## config.mk

```make
export PLATFORM = sky130hd
export DESIGN_NAME = seq_booth_mult
export DESIGN_NICKNAME = d
export VERILOG_FILES = /design/src/rtl/seq_booth_mult.sv
export SDC_FILE = /design/constraint.sdc
export NUM_CORES = 1
export LEC_CHECK = 0
export CAP_MARGIN = 20
export CORE_MARGIN = 2
export CORE_UTILIZATION = 40
export DETAILED_ROUTE_END_ITERATION = 6
export GPL_TIMING_DRIVEN = 0
export PLACE_DENSITY = 0.64
export RECOVER_POWER = 100
export SLEW_MARGIN = 10
export SYNTH_ARGS = -nofsm -noshare
export SYNTH_HDL_FRONTEND = slang
export SYNTH_SLANG_ARGS = --single-unit
export TNS_END_PERCENT = 1
```

## constraint.sdc

```tcl
create_clock -name clk -period 4.9 [get_ports clk]
set_clock_uncertainty 0.2 [all_clocks]
set_input_delay 0.98 -clock clk [delete_from_list [all_inputs] [get_ports clk]]
set_output_delay 0.98 -clock clk [all_outputs]
set_load 0.02 [all_outputs]
```

## src/rtl/seq_booth_mult.sv

```systemverilog
// Sequential WIDTH x WIDTH multiplier, one partial-product step per clock.
// tc=0 selects unsigned shift-add, tc=1 selects signed radix-2 Booth.
module seq_booth_mult #(
   parameter int WIDTH = 8,
   parameter int CNT_W = $clog2(WIDTH + 1)
) (
   input  logic                 clk,
   input  logic                 rst_n,
   input  logic                 start,
   input  logic                 tc,
   input  logic [WIDTH-1:0]     a,
   input  logic [WIDTH-1:0]     b,
   output logic                 busy,
   output logic                 done,
   output logic [2*WIDTH-1:0]   product
);

   typedef enum logic [1:0] {IDLE, RUN, DONE} state_t;

   state_t             state;
   logic [WIDTH:0]     acc;      // A, with guard bit
   logic [WIDTH:0]     mcand;    // M, extended per mode
   logic [WIDTH-1:0]   mplier;   // Q
   logic               q_m1;
   logic               mode;
   logic [CNT_W-1:0]   cnt;

   logic [WIDTH:0]     sum;
   logic [WIDTH:0]     acc_nxt;
   logic [WIDTH-1:0]   mplier_nxt;

   // NOTE: every always_comb output gets a default first so no latch is inferred.
   always_comb begin
      sum = acc;
      if (!mode) begin
         if (mplier[0]) sum = acc + mcand;
      end else begin
         case ({mplier[0], q_m1})
            2'b01:   sum = acc + mcand;
            2'b10:   sum = acc - mcand;
            default: sum = acc;
         endcase
      end
      // Signed mode replicates the sign; unsigned shifts in zero.
      acc_nxt    = {mode & sum[WIDTH], sum[WIDTH:1]};
      mplier_nxt = {sum[0], mplier[WIDTH-1:1]};
   end

   // NOTE: sequential state uses non-blocking assignments only.
   always_ff @(posedge clk or negedge rst_n) begin
      if (!rst_n) begin
         state   <= IDLE;
         acc     <= '0;
         mcand   <= '0;
         mplier  <= '0;
         q_m1    <= 1'b0;
         mode    <= 1'b0;
         cnt     <= '0;
         busy    <= 1'b0;
         done    <= 1'b0;
         product <= '0;
      end else begin
         case (state)
            IDLE, DONE: begin
               if (start) begin
                  acc    <= '0;
                  mplier <= a;
                  mcand  <= tc ? {b[WIDTH-1], b} : {1'b0, b};
                  q_m1   <= 1'b0;
                  mode   <= tc;
                  cnt    <= '0;
                  state  <= RUN;
                  busy   <= 1'b1;
                  done   <= 1'b0;
               end
            end
            RUN: begin
               acc    <= acc_nxt;
               mplier <= mplier_nxt;
               q_m1   <= mplier[0];
               cnt    <= cnt + CNT_W'(1);
               if (cnt == CNT_W'(WIDTH - 1)) begin
                  state   <= DONE;
                  busy    <= 1'b0;
                  done    <= 1'b1;
                  product <= {acc_nxt[WIDTH-1:0], mplier_nxt};
               end
            end
            default: begin
               state <= IDLE;
               busy  <= 1'b0;
               done  <= 1'b0;
            end
         endcase
      end
   end

endmodule

```

==> results.toml <==
[clocking]
h-tree-depth = 2
cts_buffers = 5
postCtsSetupBuffers = 0
cts_resized = 0
clock_path_buffers = 2
path_clk_slew_ps = 100
clockRootBuffer = "clkbuf_8"
cts.hold.buffers_added = 0
cts_tree = "yes"
clk_latency_ps = 330
cts_sinks = 51

[route]
dr.first_iter.drc_count = 189
ant_nets = 0
wl_um = 8650
via_per_inst = 5.54
drc = 0
first_pass_iters = 4
vias = 2944
avgRoutedWirePerCell_um = 16.3

[yosys]
synthArstFlopShare = 1.00
synthFlopType = "dfrtp_1"
postSynthRegisterBits = 51
syn_inst = 383
syn_avg_cell_area_um2 = 8.54
syn_nets = 424
yosysWarnings = 0
yosys-top-cells-area = "dfrtp_1, nand2_1, ha_1, o21ai_0, inv_1"
ys_seq_area_frac = 0.390
syn_area_um2 = 3270
synth_cell_types = 57
synth_edf_count = 0
synth.top_cell.area_share = 0.390
synth_largest_area_cell = "dfrtp_1"

[sta]
hold_ws_ps = 279
grt_setup_unrepaired = "false"
setup-tns-final_ps = 0
timing.final.crit_share = 0.658
drv_slew = 32
hold_viol_final = 0
worst_pin_slew_ps = 1670
relSlewSlack = -0.114
setup_viol = 0
finalCriticalPeriod_ps = 3230
timing.fmax_mhz = 310

[worst_setup_path]
path_delay_family = "buffers and inverters"
crit_slowest_cell = "clkbuf_1"
worst-path-buf-inv = 2
cp_max_fo = 31
r2r-start = "mplier[0]"
max_stage_delay_ps = 1280
worst_setup_path_end_kind = "asynchronous set/reset pin"
worst_path_most_repeated_cell = "clkbuf_1"
critical_path_class = "input pin to asynchronous set/reset pin"
setup.worst_path.start_class = "input pin"
path_cells = "clkbuf_1 > clkbuf_1"
worstPathArrival_ps = 3150
crit_required_ps = 4830
worstSetupStartpoint = "rst_n"

[grt]
grtUsageMet3 = 0.0271
grt_use_met2 = 0.339
grt_pass1_vias = 2734
grt_pass1_wl_um = 14200
overflow = 0
met1_usage = 0.290
grt-busiest-layer = "met2"
antenna_found_initial = 0
grt_max_degree = 32
grt_usage = 0.205

[pwr]
powerDensity_nw_per_um2 = 792
p_int_mw = 1.54
power_leakage_nw = 1.72
comb_power_share = 0.652
p_seq_frac = 0.259
p_sw_frac = 0.494
clockPowerShare = 0.089
ir_worst_vdd_mv = 0.248
p_switching_mw = 1.51

[place]
port_buffers = 37
gp_congestion = 0.880
place_area_um2 = 3780
place_hpwl_um = 6450

[hold_path]
hold_path.class = "flop to flop"
min_from = "product[2]"

[floorplanning]
rows = 32
coreArea_um2 = 7810
ios = 38
start_util = 0.419
dieWidth_um = 94.4
dieArea_um2 = 8910
fp.dieH_um = 94.4

[layout]
diodes = 0
fillers = 765
drive_gt1_frac = 0.0443
final_area_um2 = 3850
multi_input_area_um2 = 1790
final_core_util = 0.493
fin_nets = 469
seq_area_um2 = 1280
synthToLayoutAreaGrowth_pct = 17.8

[run_status]
violations = "max-capacitance violations, max-slew violations"
status = "finished, violations left"

[run]
drv_cap = 1
## per-layer routing
| layer | wire length, um | vias to the layer above |
|---|---|---|
| li1 | - | 1446 |
| met1 | 4060 | 1428 |
| met2 | 4190 | 62 |
| met3 | 316 | 8 |
| met4 | 82 | 0 |
| met5 | 0 | - |
## power groups by stage
stage / clock (mW) / combinational (mW) / sequential (mW)
2_1_floorplan: 0 / 1.40 / 0.836
3_3_place_gp: 0 / 1.97 / 0.798
3_5_place_dp: 0 / 2.01 / 0.804
4_1_cts: 0.277 / 2.02 / 0.796
5_1_grt: 0.289 / 2.23 / 0.816
6_report: 0.270 / 1.99 / 0.791
## final timing paths
kind,cells past startpoint,slack [ps],to
max in group clk,9,1700,product[15]
worst max-delay path,2,1670,mplier[1]
worst min register to register,2,280,product[2]
worst max register to register,9,1700,product[15]
worst min-delay path,2,280,product[2]
min in group asynchronous,1,670,mcand[4]
## through the flow
stage | std cells | power (mW) | worst slack, ps
6_report | 531 | 3.05 | 1670
5_1_grt | 531 | 3.34 | 1090
4_1_cts | 531 | 3.09 | 1890
3_5_place_dp | 523 | 2.81 | 1580
3_3_place_gp | 522 | 2.77 | 1020
2_1_floorplan | 383 | 2.23 | 2240
## placed cells by master (no fill, tap or decap), types with 2 or more instances in the layout
| cell | synthesis | final |
|---|---|---|
| nand2_1 | 80 | 80 |
| dfrtp_1 | 51 | 51 |
| o21ai_0 | 39 | 39 |
| inv_1 | 20 | 20 |
| nor2_1 | 19 | 19 |
| ha_1 | 19 | 19 |
| dlygate4sd3_1 | 0 | 19 |
| clkdlybuf4s50_1 | 0 | 17 |
| clkbuf_1 | 11 | 16 |
| a21oi_1 | 14 | 14 |
| a22oi_1 | 9 | 9 |
| nand2b_1 | 8 | 8 |
| nor3_1 | 8 | 8 |
| nand3_1 | 8 | 8 |
| xnor2_1 | 7 | 7 |
| nor2b_1 | 6 | 6 |
| o21a_1 | 5 | 5 |
| a221oi_1 | 5 | 5 |
| a22o_1 | 5 | 5 |
| clkbuf_8 | 0 | 5 |
| o22ai_1 | 4 | 4 |
| a211oi_1 | 4 | 4 |
| mux2i_1 | 3 | 3 |
| o31ai_1 | 3 | 3 |
| and3_1 | 3 | 3 |
| nand4_1 | 3 | 3 |
| clkinv_1 | 2 | 2 |
| buf_6 | 3 | 2 |
| clkbuf_4 | 2 | 2 |
| o311ai_0 | 2 | 2 |
| a32oi_1 | 2 | 2 |
| o31a_1 | 2 | 2 |
| xor2_1 | 2 | 2 |
| a31oi_1 | 2 | 2 |
| o2111ai_1 | 2 | 2 |
| o22a_1 | 2 | 2 |
| mux2_2 | 2 | 2 |
| fa_1 | 2 | 2 |
| clkinv_4 | 0 | 2 |
## worst register-to-register path: stages, from the launching register on
cell and delay, ps:
dfrtp_1 360, clkbuf_1 420, clkinv_1 410, ha_1 500, a2111oi_0 420, o21ai_0 170, mux2i_1 160, nor3_1 90
a31oi_1 240, mux2_1 170
## final cells by class
| class | instances | area share |
|---|---|---|
| buffer | 21 | 0.0276 |
| inverter | 22 | 0.0214 |
| clock inverter | 3 | 0.00747 |
| sequential | 51 | 0.331 |
| timing repair buffer | 38 | 0.0955 |
| tap | 102 | 0.0331 |
| clock buffer | 5 | 0.0179 |
| multi-input combinational | 289 | 0.465 |
## state kept, by name, summed over array words and instances (netlist names)
signal and count:
acc 9, mcand 9, state 2, q_m1 1, cnt 4, mode 1, mplier 8, busy 1
product 16
## synth_stat cells, types with 3 or more instances
| master | instances |
|---|---|
| a211oi_1 | 4 |
| a21oi_1 | 14 |
| a221oi_1 | 5 |
| a22o_1 | 5 |
| a22oi_1 | 9 |
| and3_1 | 3 |
| buf_6 | 3 |
| clkbuf_1 | 11 |
| dfrtp_1 | 51 |
| ha_1 | 19 |
| inv_1 | 20 |
| mux2i_1 | 3 |
| nand2_1 | 80 |
| nand2b_1 | 8 |
| nand3_1 | 8 |
| nand4_1 | 3 |
| nor2_1 | 19 |
| nor2b_1 | 6 |
| nor3_1 | 8 |
| o21a_1 | 5 |
| o21ai_0 | 39 |
| o22ai_1 | 4 |
| o31ai_1 | 3 |
| xnor2_1 | 7 |
## cells by family (layout without fill, tap and decap cells)
logic type	count (synthesis)	count (layout)	share of synthesized area
mux	6	6	0.0207
fa+ha+maj	21	21	0.0850
flops	51	51	0.390
buf+inv	43	89	0.0605
compound gates	111	111	0.226
simple gates	142	142	0.194
xor+xnor	9	9	0.0241
No activity file was read; power rests on OpenSTA's default activity.
